===== config.mk =====
export PLATFORM = sky130hd
export DESIGN_NAME = adc_segment_sequencer_flat
export DESIGN_NICKNAME = d
export VERILOG_FILES = /design/src/rtl/adc_segment_sequencer_if.sv /design/src/rtl/adc_segment_sequencer.sv /design/src/flat_wrapper.sv
export SDC_FILE = /design/constraint.sdc
export NUM_CORES = 1
export LEC_CHECK = 0
export ABC_AREA = 1
export CAP_MARGIN = 20
export CORE_MARGIN = 2
export CORE_UTILIZATION = 53
export CTS_BUF_LIST = sky130_fd_sc_hd__clkbuf_8 sky130_fd_sc_hd__clkbuf_16
export CTS_CLUSTER_SIZE = 24
export DETAILED_ROUTE_END_ITERATION = 12
export PLACE_DENSITY = 0.89
export SLEW_MARGIN = 10
export SYNTH_ARGS = -nofsm -noshare
export SYNTH_HDL_FRONTEND = slang
export SYNTH_SLANG_ARGS = --single-unit

===== constraint.sdc =====
create_clock -name adc_sampleclk -period 2.5 [get_ports adc_sampleclk]
set_clock_uncertainty 0.1 [all_clocks]
set_input_delay 0.375 -clock adc_sampleclk [delete_from_list [all_inputs] [get_ports adc_sampleclk]]
set_output_delay 0.375 -clock adc_sampleclk [all_outputs]
set_load 0.01 [all_outputs]

===== src/rtl/adc_segment_sequencer_if.sv =====
// rtl/adc_segment_sequencer_if.sv - arm/config/trigger inputs and capture status of the segment sequencer
interface adc_segment_sequencer_if #(
  parameter int pNUM_TRIG = 4,
  parameter int pSAMPLE_W = 32,
  parameter int pPRE_W    = 15,
  parameter int pSEG_W    = 16,
  parameter int pDS_W     = 13
);
  logic                 arm_usb;
  logic [pNUM_TRIG-1:0] trig_in;
  logic [pNUM_TRIG-1:0] trig_mask;
  logic [pNUM_TRIG-1:0] trig_invert;
  logic                 trig_level_mode;
  logic                 trig_now;
  logic [pPRE_W-1:0]    presamples;
  logic [pSAMPLE_W-1:0] offset;
  logic [pSAMPLE_W-1:0] samples;
  logic [pDS_W-1:0]     downsample;
  logic [pSEG_W-1:0]    num_segments;
  logic [pSAMPLE_W-1:0] segment_cycles;
  logic                 seg_cycle_en;
  logic                 capture_we;
  logic                 armed;
  logic                 done;
  logic [pSEG_W-1:0]    seg_idx;
  logic                 seg_overrun;
  logic [31:0]          trig_duration;

  modport master (
    output arm_usb, trig_in, trig_mask, trig_invert, trig_level_mode, trig_now,
           presamples, offset, samples, downsample, num_segments, segment_cycles, seg_cycle_en,
    input  capture_we, armed, done, seg_idx, seg_overrun, trig_duration
  );

  modport slave (
    input  arm_usb, trig_in, trig_mask, trig_invert, trig_level_mode, trig_now,
           presamples, offset, samples, downsample, num_segments, segment_cycles, seg_cycle_en,
    output capture_we, armed, done, seg_idx, seg_overrun, trig_duration
  );
endinterface


===== src/rtl/adc_segment_sequencer.sv =====
// rtl/adc_segment_sequencer.sv - multi-source trigger and segmented-capture sequencer in the ADC sample domain
module adc_segment_sequencer #(
  parameter int pNUM_TRIG = 4,
  parameter int pSAMPLE_W = 32,
  parameter int pPRE_W    = 15,
  parameter int pSEG_W    = 16,
  parameter int pDS_W     = 13
) (
  input  logic                   adc_sampleclk,
  input  logic                   reset,
  adc_segment_sequencer_if.slave bus
);

  typedef enum logic [2:0] {
    S_IDLE, S_ARMED, S_OFFSET, S_CAPTURE, S_SEG_WAIT, S_DONE
  } state_t;

  state_t r_state, w_next;

  logic                 r_arm_s1, r_arm_s2, r_arm_d;
  logic                 r_trig_r, r_trig_r_d;
  logic [pNUM_TRIG-1:0] r_mask, r_invert;
  logic                 r_level, r_segcyc_en;
  logic [pPRE_W-1:0]    r_pre, r_pre_cnt;
  logic [pSAMPLE_W-1:0] r_offset, r_samples, r_segcyc;
  logic [pSAMPLE_W-1:0] r_off_cnt, r_samp_cnt, r_seg_tmr;
  logic [pDS_W-1:0]     r_ds, r_ds_cnt;
  logic [pSEG_W-1:0]    r_nseg, r_seg_idx;
  logic                 r_overrun, r_dur_run;
  logic [31:0]          r_dur;

  logic w_arm_rise, w_arm_fall, w_trig_c, w_event, w_keep, w_pre_full;
  logic w_seg_start, w_off_last, w_samp_last, w_seg_last, w_tmr_hit, w_cap_end;
  logic w_capture_we, w_armed, w_done;
  logic [pSAMPLE_W-1:0] w_samp_m1, w_segcyc_m1;
  logic [pSEG_W-1:0]    w_nseg_m1;

  assign w_arm_rise  = r_arm_s2 & ~r_arm_d;
  assign w_arm_fall  = ~r_arm_s2 & r_arm_d;
  assign w_trig_c    = (|((bus.trig_in ^ r_invert) & r_mask)) | bus.trig_now;
  assign w_event     = r_level ? r_trig_r : (r_trig_r & ~r_trig_r_d);
  assign w_keep      = (r_ds_cnt == '0);
  assign w_pre_full  = (r_pre_cnt == r_pre);

  // Zero samples / segments / spacing behave as one.
  assign w_samp_m1   = (r_samples == '0) ? '0 : r_samples - pSAMPLE_W'(1);
  assign w_nseg_m1   = (r_nseg == '0) ? '0 : r_nseg - pSEG_W'(1);
  assign w_segcyc_m1 = (r_segcyc == '0) ? '0 : r_segcyc - pSAMPLE_W'(1);

  assign w_off_last  = (r_off_cnt == r_offset - pSAMPLE_W'(1));
  assign w_samp_last = (r_samp_cnt == w_samp_m1);
  assign w_seg_last  = (r_seg_idx == w_nseg_m1);
  assign w_tmr_hit   = (r_seg_tmr == w_segcyc_m1);
  assign w_cap_end   = (r_state == S_CAPTURE) & w_keep & w_samp_last;
  assign w_seg_start = ((r_state == S_ARMED) & w_pre_full & w_event) |
                       ((r_state == S_SEG_WAIT) & (r_segcyc_en ? w_tmr_hit : w_event));

  always_ff @(posedge adc_sampleclk) begin
    if (reset) r_state <= S_IDLE;
    else       r_state <= w_next;
  end

  always_comb begin
    w_next = r_state;
    if (w_arm_fall) begin
      w_next = S_IDLE;
    end else begin
      case (r_state)
        S_IDLE:               if (w_arm_rise) w_next = S_ARMED;
        S_ARMED, S_SEG_WAIT:  if (w_seg_start) w_next = (r_offset != '0) ? S_OFFSET : S_CAPTURE;
        S_OFFSET:             if (w_off_last) w_next = S_CAPTURE;
        S_CAPTURE:            if (w_cap_end) w_next = w_seg_last ? S_DONE : S_SEG_WAIT;
        S_DONE:               w_next = S_DONE;
        default:              w_next = S_IDLE;
      endcase
    end
  end

  always_comb begin
    w_capture_we = 1'b0;
    w_armed      = 1'b0;
    w_done       = 1'b0;
    case (r_state)
      S_ARMED:             begin w_armed = 1'b1; w_capture_we = w_keep & ~w_pre_full; end
      S_OFFSET, S_SEG_WAIT: w_armed = 1'b1;
      S_CAPTURE:           begin w_armed = 1'b1; w_capture_we = w_keep; end
      S_DONE:               w_done = 1'b1;
      default:             begin end
    endcase
  end

  always_ff @(posedge adc_sampleclk) begin
    if (reset) begin
      r_arm_s1 <= 1'b0;  r_arm_s2 <= 1'b0;  r_arm_d <= 1'b0;
      r_trig_r <= 1'b0;  r_trig_r_d <= 1'b0;
      r_mask <= '0;  r_invert <= '0;  r_level <= 1'b0;  r_segcyc_en <= 1'b0;
      r_pre <= '0;  r_offset <= '0;  r_samples <= '0;  r_segcyc <= '0;
      r_ds <= '0;  r_nseg <= '0;
      r_pre_cnt <= '0;  r_ds_cnt <= '0;  r_off_cnt <= '0;  r_samp_cnt <= '0;  r_seg_tmr <= '0;
      r_seg_idx <= '0;  r_overrun <= 1'b0;  r_dur <= '0;  r_dur_run <= 1'b0;
    end else begin
      r_arm_s1   <= bus.arm_usb;
      r_arm_s2   <= r_arm_s1;
      r_arm_d    <= r_arm_s2;
      r_trig_r   <= w_trig_c;
      r_trig_r_d <= r_trig_r;

      if (r_state == S_IDLE && w_arm_rise) begin
        r_mask      <= bus.trig_mask;
        r_invert    <= bus.trig_invert;
        r_level     <= bus.trig_level_mode;
        r_segcyc_en <= bus.seg_cycle_en;
        r_pre       <= bus.presamples;
        r_offset    <= bus.offset;
        r_samples   <= bus.samples;
        r_segcyc    <= bus.segment_cycles;
        r_ds        <= bus.downsample;
        r_nseg      <= bus.num_segments;
        r_pre_cnt   <= '0;
        r_ds_cnt    <= '0;
        r_seg_idx   <= '0;
        r_overrun   <= 1'b0;
        r_dur       <= '0;
        r_dur_run   <= 1'b0;
      end else begin
        if (w_next == S_CAPTURE && r_state != S_CAPTURE) r_ds_cnt <= '0;
        else if (r_ds_cnt == r_ds)                        r_ds_cnt <= '0;
        else                                              r_ds_cnt <= r_ds_cnt + pDS_W'(1);

        if (r_state == S_ARMED && w_capture_we) r_pre_cnt <= r_pre_cnt + pPRE_W'(1);

        if (w_seg_start)              r_off_cnt <= '0;
        else if (r_state == S_OFFSET) r_off_cnt <= r_off_cnt + pSAMPLE_W'(1);

        if (r_state != S_CAPTURE) r_samp_cnt <= '0;
        else if (w_capture_we)    r_samp_cnt <= r_samp_cnt + pSAMPLE_W'(1);

        // Timer holds once it hits so a late capture end still sees it expired.
        if (w_seg_start)     r_seg_tmr <= '0;
        else if (!w_tmr_hit) r_seg_tmr <= r_seg_tmr + pSAMPLE_W'(1);

        if (w_cap_end && !w_seg_last && !w_arm_fall) begin
          r_seg_idx <= r_seg_idx + pSEG_W'(1);
          if (r_segcyc_en && w_tmr_hit) r_overrun <= 1'b1;
        end

        if (r_state == S_ARMED && w_seg_start) begin
          r_dur     <= 32'd1;
          r_dur_run <= 1'b1;
        end else if (r_dur_run) begin
          if (!r_trig_r)           r_dur_run <= 1'b0;
          else if (r_dur != '1)    r_dur <= r_dur + 32'd1;
        end
      end
    end
  end

  assign bus.capture_we    = w_capture_we;
  assign bus.armed         = w_armed;
  assign bus.done          = w_done;
  assign bus.seg_idx       = r_seg_idx;
  assign bus.seg_overrun   = r_overrun;
  assign bus.trig_duration = r_dur;

endmodule

===== src/flat_wrapper.sv =====
// flat-port wrapper written by rule: the top's interface ports become plain ports
module adc_segment_sequencer_flat 
#(
  parameter int pNUM_TRIG = 4,
  parameter int pSAMPLE_W = 32,
  parameter int pPRE_W    = 15,
  parameter int pSEG_W    = 16,
  parameter int pDS_W     = 13
)
  (adc_sampleclk, reset, bus_arm_usb, bus_trig_in, bus_trig_mask, bus_trig_invert, bus_trig_level_mode, bus_trig_now, bus_presamples, bus_offset, bus_samples, bus_downsample, bus_num_segments, bus_segment_cycles, bus_seg_cycle_en, bus_capture_we, bus_armed, bus_done, bus_seg_idx, bus_seg_overrun, bus_trig_duration);
  adc_segment_sequencer_if #(.pNUM_TRIG(pNUM_TRIG), .pSAMPLE_W(pSAMPLE_W), .pPRE_W(pPRE_W), .pSEG_W(pSEG_W), .pDS_W(pDS_W)) bus_i ();
  input  logic adc_sampleclk;
  input  logic reset;
  input wire logic [$bits(bus_i.arm_usb)-1:0] bus_arm_usb;
  input wire logic [$bits(bus_i.trig_in)-1:0] bus_trig_in;
  input wire logic [$bits(bus_i.trig_mask)-1:0] bus_trig_mask;
  input wire logic [$bits(bus_i.trig_invert)-1:0] bus_trig_invert;
  input wire logic [$bits(bus_i.trig_level_mode)-1:0] bus_trig_level_mode;
  input wire logic [$bits(bus_i.trig_now)-1:0] bus_trig_now;
  input wire logic [$bits(bus_i.presamples)-1:0] bus_presamples;
  input wire logic [$bits(bus_i.offset)-1:0] bus_offset;
  input wire logic [$bits(bus_i.samples)-1:0] bus_samples;
  input wire logic [$bits(bus_i.downsample)-1:0] bus_downsample;
  input wire logic [$bits(bus_i.num_segments)-1:0] bus_num_segments;
  input wire logic [$bits(bus_i.segment_cycles)-1:0] bus_segment_cycles;
  input wire logic [$bits(bus_i.seg_cycle_en)-1:0] bus_seg_cycle_en;
  output wire logic [$bits(bus_i.capture_we)-1:0] bus_capture_we;
  output wire logic [$bits(bus_i.armed)-1:0] bus_armed;
  output wire logic [$bits(bus_i.done)-1:0] bus_done;
  output wire logic [$bits(bus_i.seg_idx)-1:0] bus_seg_idx;
  output wire logic [$bits(bus_i.seg_overrun)-1:0] bus_seg_overrun;
  output wire logic [$bits(bus_i.trig_duration)-1:0] bus_trig_duration;
  assign bus_i.arm_usb = bus_arm_usb;
  assign bus_i.trig_in = bus_trig_in;
  assign bus_i.trig_mask = bus_trig_mask;
  assign bus_i.trig_invert = bus_trig_invert;
  assign bus_i.trig_level_mode = bus_trig_level_mode;
  assign bus_i.trig_now = bus_trig_now;
  assign bus_i.presamples = bus_presamples;
  assign bus_i.offset = bus_offset;
  assign bus_i.samples = bus_samples;
  assign bus_i.downsample = bus_downsample;
  assign bus_i.num_segments = bus_num_segments;
  assign bus_i.segment_cycles = bus_segment_cycles;
  assign bus_i.seg_cycle_en = bus_seg_cycle_en;
  assign bus_capture_we = bus_i.capture_we;
  assign bus_armed = bus_i.armed;
  assign bus_done = bus_i.done;
  assign bus_seg_idx = bus_i.seg_idx;
  assign bus_seg_overrun = bus_i.seg_overrun;
  assign bus_trig_duration = bus_i.trig_duration;
  adc_segment_sequencer #(.pNUM_TRIG(pNUM_TRIG), .pSAMPLE_W(pSAMPLE_W), .pPRE_W(pPRE_W), .pSEG_W(pSEG_W), .pDS_W(pDS_W)) u_core (.adc_sampleclk(adc_sampleclk), .reset(reset), .bus(bus_i));
endmodule

==> results_tabular.tex, run 1 <==
\begin{tabular}{lr}
\hline
Metric & Value \\
\hline
\multicolumn{2}{l}{\textbf{Floorplan}} \\
\quad Std-Cell Rows & 72 \\
\quad Starting density of the core & 53.6\% \\
\quad Top-Level Pins & 210 \\
\quad Die W & 202 µm \\
\quad Height of the die & 202 µm \\
\multicolumn{2}{l}{\textbf{CTS}} \\
\quad Post-CTS Hold Buffers & 0 \\
\quad Clock tree sinks & 332 \\
\quad Number of buffers inserted during clock tree synthesis & 39 \\
\quad CTS root buf & clkbuf\_16 \\
\quad Deepest clock path buffer count & 3 \\
\quad Max H-tree Level & 2 \\
\multicolumn{2}{l}{\textbf{Global route}} \\
\quad Maximum number of pins on one net before global-route repair & 95 \\
\quad Number of antenna violations at the first check in global routing & 21 \\
\quad Overall Global Routing Usage & 76.4\% \\
\quad Total congestion overflow after global routing & 95 \\
\multicolumn{2}{l}{\textbf{Logic synthesis}} \\
\quad Syn Nets & 3427 \\
\quad Sequential-to-total area share from yosys stat & 32.1\% \\
\quad Async S/R FF share, synth & 0\% \\
\quad Synthesized instance count & 3256 \\
\quad Synth top cells by count & nand2\_1 (667), nor2\_1 (587), dfxtp\_1 (332), inv\_1 (324), a21oi\_1 (219) \\
\quad Flip-flop and latch count after synthesis & 332 \\
\quad Number of warning messages in the yosys log & 0 \\
\quad Leading cell type by number of instances after synthesis & nand2\_1 \\
\quad Synth Area per Inst & 6.35 µm² \\
\quad Cell area after technology mapping & 20700 µm² \\
\quad Synth top area cells & dfxtp\_1 (32\%), nand2\_1 (12\%), nor2\_1 (11\%) \\
\quad Number of distinct library cells after synthesis & 59 \\
\quad Number of synthesized flops with an enable pin & 0 \\
\quad Cell taking the most area after synthesis & dfxtp\_1 \\
\quad Top-area cell type share of the netlist area & 32.1\% \\
\quad Primary flip-flop cell chosen by synthesis mapping & dfxtp\_1 \\
\multicolumn{2}{l}{\textbf{Run status}} \\
\quad Status & stopped before the end \\
\quad Step where the flow halted & 5\_1\_grt \\
\quad Tool error message & [ERROR GRT-0232] Routing congestion too high. Check the congestion heatmap in the GUI. \\
\multicolumn{2}{l}{\textbf{Place}} \\
\quad Area of placed instances & 27600 µm² \\
\quad Number of buffers added on ports & 209 \\
\quad Detail Placement HPWL & 54800 µm \\
\quad Last weighted congestion value of the routability-driven placer & 0.996 \\
\multicolumn{2}{l}{\textbf{Timing}} \\
\quad WEP type & register input \\
\quad GRT worst endpoint & u\_core.r\_ds\_cnt[4]\$\_SDFF\_PP0\_/D \\
\hline
\end{tabular}
-- kinds of logic after synthesis --
group / Yosys count / share of synthesized area [%]
AOI/OAI and AO/OA: 477 / 11.9
xor gates and xnor gates: 175 / 7.58
adders and majority gates: 13 / 0.787
buffers and inverters: 437 / 8.51
DFF: 332 / 32.1
and+or+nand+nor: 1822 / 39.1
-- stage by stage --
step	worst slack [ns]	hold WS [ns]	std cells
4_1_cts	-0.511	0.0781	4615
3_5_place_dp	-0.696	0.346	4467
3_3_place_gp	-0.602	0.329	4467
2_1_floorplan	-0.0668	0.288	3256
-- metal layers --
| metal | global-route usage, % | overflow |
|---|---|---|
| met5 | 32.7 | 0 |
| met3 | 68.0 | 4 |
| met1 | 74.8 | 0 |
| met2 | 89.5 | 44 |
| met4 | 75.9 | 47 |
-- what timing repair did --
item                                    4_1_cts
gates resized for setup                     313
endpoints found under the setup margin      149
endpoints found under the hold margin         0
cloned                                        9
buffers inserted                             69
pin swaps                                    97
==> run 2, diff against run 1 <==
--- a/config.mk
+++ b/config.mk
@@ -8,11 +8,9 @@
 export ABC_AREA = 1
 export CAP_MARGIN = 20
 export CORE_MARGIN = 2
-export CORE_UTILIZATION = 53
-export CTS_BUF_LIST = sky130_fd_sc_hd__clkbuf_8 sky130_fd_sc_hd__clkbuf_16
-export CTS_CLUSTER_SIZE = 24
+export CORE_UTILIZATION = 40
 export DETAILED_ROUTE_END_ITERATION = 12
-export PLACE_DENSITY = 0.89
+export PLACE_DENSITY_LB_ADDON = 0.15
 export SLEW_MARGIN = 10
 export SYNTH_ARGS = -nofsm -noshare
 export SYNTH_HDL_FRONTEND = slang
==> constraint.sdc (replaced) <==
create_clock -name adc_sampleclk -period 3.25 [get_ports adc_sampleclk]
set_clock_uncertainty 0.1 [all_clocks]
set_input_delay 0.4875 -clock adc_sampleclk [delete_from_list [all_inputs] [get_ports adc_sampleclk]]
set_output_delay 0.4875 -clock adc_sampleclk [all_outputs]
set_load 0.01 [all_outputs]
==> run 2 against run 1 <==
- the flow now finishes without violations
- area after synthesis stayed put
- synthesized cell count stayed put
==> results_tabular.tex, run 2 <==
\begin{tabular}{lr}
\hline
Metric & Value \\
\hline
\multicolumn{2}{l}{\textbf{Logic synthesis}} \\
\quad Syn Nets & 3427 (unchanged) \\
\quad Async S/R FF share, synth & 0\% (unchanged) \\
\quad Top-area cell type share of the netlist area & 32.1\% (unchanged) \\
\quad Number of warning messages in the yosys log & 0 (unchanged) \\
\quad Number of distinct library cells after synthesis & 59 (unchanged) \\
\quad Number of synthesized flops with an enable pin & 0 (unchanged) \\
\quad Cell taking the most area after synthesis & dfxtp\_1 (unchanged) \\
\quad Synthesized instance count & 3256 (unchanged) \\
\quad Cell area after technology mapping & 20700 µm² (unchanged) \\
\quad Synth top cells by count & nand2\_1 (667), nor2\_1 (587), dfxtp\_1 (332), inv\_1 (324), a21oi\_1 (219) (unchanged) \\
\quad Primary flip-flop cell chosen by synthesis mapping & dfxtp\_1 (unchanged) \\
\quad Flip-flop and latch count after synthesis & 332 (unchanged) \\
\quad Synth top area cells & dfxtp\_1 (32\%), nand2\_1 (12\%), nor2\_1 (11\%) (unchanged) \\
\quad Synth Area per Inst & 6.35 µm² (unchanged) \\
\quad Leading cell type by number of instances after synthesis & nand2\_1 (unchanged) \\
\quad Sequential-to-total area share from yosys stat & 32.1\% (unchanged) \\
\multicolumn{2}{l}{\textbf{Run status}} \\
\quad Status & complete, no violations (was stopped before the end) \\
\multicolumn{2}{l}{\textbf{Place}} \\
\quad \# placed instances & 4172 (was 4467) \\
\quad Last weighted congestion value of the routability-driven placer & 0.969 (was 0.996) \\
\quad Detail Placement HPWL & 55900 µm (was 54800 µm) \\
\quad Place WS & -0.0425 ns (was -0.696 ns) \\
\quad Area of placed instances & 24200 µm² (was 27600 µm²) \\
\quad Number of buffers added on ports & 209 (unchanged) \\
\multicolumn{2}{l}{\textbf{Layout}} \\
\quad Area grow syn2layout & 25.7\% \\
\quad Nets & 3714 \\
\quad Proportion of layout cells with a drive suffix above 1 & 10.2\% \\
\quad Number of inserted filler cells in the final layout & 5253 \\
\quad Most frequent cells in the layout & nand2\_1 (658), nor2\_1 (548), dfxtp\_1 (332), inv\_1 (322), a21oi\_1 (219) \\
\quad Share of the core filled with cells & 50.8\% \\
\quad Final instance count without filler cells & 4255 \\
\quad Most common cell after layout, fill and taps aside & nand2\_1 \\
\quad Final cell area excluding filler cells & 26000 µm² \\
\multicolumn{2}{l}{\textbf{Timing}} \\
\quad Final hold vios & 0 \\
\quad Max-slew violation count & 0 \\
\quad Time the final worst path needs with I/O delays and setup & 3.08 ns \\
\quad Slew at the pin closest to its max-slew limit & 0.775 ns \\
\quad Setup repair after global routing missed its margin & true \\
\quad Worst max-slew margin expressed relative to the limit & 48.3\% \\
\quad Fmax & 325 MHz \\
\quad Final worst-path setup slack & 0.172 ns \\
\quad Setup violators final & 0 \\
\quad Portion of the clock cycle consumed by the worst path in the final layout & 94.7\% \\
\multicolumn{2}{l}{\textbf{Global route}} \\
\quad Total congestion overflow after global routing & 0 \\
\quad Number of global-route vias before repair & 20931 \\
\quad Maximum number of pins on one net before global-route repair & 132 \\
\quad Overall Global Routing Usage & 26.0\% \\
\quad Number of antenna violations at the first check in global routing & 1 \\
\quad Wire length of the first global-routing pass & 112000 µm \\
\multicolumn{2}{l}{\textbf{Drt}} \\
\quad Post-DR wirelength/cell & 16.9 µm \\
\quad Final routed wirelength across all metal layers & 71800 µm \\
\quad Remaining antenna violation count & 0 \\
\quad Vias per std cell & 5.22 \\
\quad Number of remaining DRC errors & 0 \\
\quad 1st-iter DRT viols & 1688 \\
\quad DR pass1 iterations & 5 \\
\quad Overall via count from detail\_route & 22220 \\
\multicolumn{2}{l}{\textbf{Power and ir drop}} \\
\quad Portion of total power attributed to sequential cells & 36.5\% \\
\quad Switching part of the total power & 31.7\% \\
\quad Maximum vdd drop & 0.000314 V \\
\quad Internal power & 8070 µW \\
\quad Pwr Density & 454 nW/µm² \\
\quad Leakage power figure & 0.0101 µW \\
\quad Tot Pwr & 11800 µW \\
\quad Switching Power & 3740 µW \\
\quad Gate power share & 23.5\% \\
\quad Clk network pwr share & 40.0\% \\
\multicolumn{2}{l}{\textbf{CTS}} \\
\quad Number of buffers inserted during clock tree synthesis & 40 (was 39) \\
\quad CTS root buf & clkbuf\_16 (unchanged) \\
\quad Post-CTS Hold Buffers & 0 (unchanged) \\
\quad Clock tree sinks & 332 (unchanged) \\
\quad Clock tree from TritonCTS & yes \\
\quad Worst-path clk slew & 0.06 ns \\
\quad Deepest clock path buffer count & 3 (unchanged) \\
\quad Max H-tree Level & 2 (unchanged) \\
\quad Latest clock arrival within the worst-skew pair & 0.59 ns \\
\multicolumn{2}{l}{\textbf{Floorplan}} \\
\quad Placeable core area & 51200 µm² \\
\quad Top-Level Pins & 210 (unchanged) \\
\quad Starting density of the core & 40.4\% (was 53.6\%) \\
\quad Std-Cell Rows & 83 (was 72) \\
\quad Die area & 53500 µm² \\
\quad Die W & 231 µm (was 202 µm) \\
\quad Height of the die & 231 µm (was 202 µm) \\
\multicolumn{2}{l}{\textbf{Setup path}} \\
\quad Top cell family by delay on the critical path & simple AND/OR/NAND/NOR gates \\
\quad Critical Path Fanout Max & 9 \\
\quad Maximum single-stage delay on the critical path & 0.32 ns \\
\quad Critical path buffer and inverter count & 4 \\
\quad Critical-path cell with the highest stage delay & dfxtp\_1 \\
\quad Data arrival time of the critical path & 3.43 ns \\
\quad Setup Crit Path Kind & register to register \\
\quad Required time at the worst-slack endpoint & 3.61 ns \\
\quad Startpoint types & register \\
\quad Kind of capture point of the worst setup path & register \\
\quad Critical Path, Cell by Cell & nor2\_2, nand2\_1, nor2\_1, nand2\_1, nor2\_4, buf\_12, nor2\_1, nand2\_1, nand2\_1, inv\_1, nand2\_1, nor2\_1, nand2\_1, nor2\_2, nand3\_2, nand2\_2, nand3\_2, nand2\_4, buf\_4, nor2\_8, inv\_2, nor3\_1 \\
\quad Crit-path most repeated cell & nand2\_1 \\
\multicolumn{2}{l}{\textbf{Flow run}} \\
\quad Number of violations of the max-capacitance limit & 0 \\
\multicolumn{2}{l}{\textbf{Hold path}} \\
\quad Hold Crit Class & register to register \\
\hline
\end{tabular}
-- run 2: cell counts after synthesis --
Identical to the previous run, type by type.
-- run 2: cell type report --
| cell class | instances | area (µm²) | area share (%) |
|---|---|---|---|
| sequential | 332 | 6650 | 25.6 |
| timing repair buffer | 344 | 3270 | 12.6 |
| tap | 680 | 851 | 3.27 |
| antenna | 1 | 2.50 | 0.00962 |
| multi-input combinational | 2487 | 12600 | 48.4 |
| clock buffer | 55 | 1170 | 4.49 |
| clock inverter | 18 | 206 | 0.794 |
| inverter | 338 | 1280 | 4.94 |
-- run 2: metrics by stage --
stage                     hold WS (ns)  TNS, ns
after global routing             0.335    -1.16
final                            0.325        0
after CTS                        0.332        0
after global placement           0.293   -0.371
after detailed placement         0.308   -0.134
after floorplan                  0.288        0
-- run 2: power groups by stage --
stage / sequential (µW) / combinational [µW] / clock (µW)
3_3_place_gp: 4390 / 2610 / 0
3_5_place_dp: 4390 / 2630 / 0
2_1_floorplan: 4360 / 1730 / 0
5_1_grt: 4320 / 3090 / 4980
4_1_cts: 4300 / 2640 / 4830
6_report: 4310 / 2780 / 4720
-- run 2: what timing repair did --
item | 4_1_cts | 5_1_grt
setup endpoints to repair | 11 | 107
cloned | 0 | 2
buffers inserted | 0 | 7
pin swaps | 0 | 15
resized for setup | 3 | 95
-- run 2: logic make-up (layout without fill, tap and decap cells) --
logic type | count (synthesis) | in the layout | share of synthesized area (%)
buf+inv | 437 | 755 | 8.51
compound gates | 477 | 477 | 11.9
simple gates | 1822 | 1822 | 39.1
other cells | 0 | 1 | 0
fa+ha+maj | 13 | 13 | 0.787
xor+xnor | 175 | 175 | 7.58
flops | 332 | 332 | 32.1
-- run 2: final timing paths --
path,slack [ns],end,from,cells after the start
max,0.17,u_core.r_seg_tmr[2],u_core.r_segcyc[18],22
min,0.32,u_core.r_arm_s2,u_core.r_arm_s1,2
max reg2reg,0.17,u_core.r_seg_tmr[2],u_core.r_segcyc[18],22
min reg2reg,0.32,u_core.r_arm_s2,u_core.r_arm_s1,2
-- run 2: metal layers --
| layer | track usage [%] | routed length, µm | up-vias |
|---|---|---|---|
| met3 | 3.92 | 3870 | 121 |
| met5 | 0 | 0 | - |
| met4 | 7.32 | 1920 | 0 |
| li1 | - | - | 11245 |
| met2 | 42.1 | 32300 | 613 |
| met1 | 35.8 | 33700 | 10241 |
-- run 2: worst min-delay path, stage by stage (launching register included) --
cell and delay [ns]:
dfxtp_1 0.30, inv_1 0.04, nor2_1 0.03
(Power assumes the default switching activity.)
==> run 3, diff against run 2 <==
--- a/config.mk
+++ b/config.mk
@@ -9,6 +9,7 @@
 export CAP_MARGIN = 20
 export CORE_MARGIN = 2
 export CORE_UTILIZATION = 40
+export CTS_CLUSTER_SIZE = 30
 export DETAILED_ROUTE_END_ITERATION = 12
 export PLACE_DENSITY_LB_ADDON = 0.15
 export SLEW_MARGIN = 10
==> results of run 3 <==
No change in the layout: final DEF, timing and power equal those of run 2.
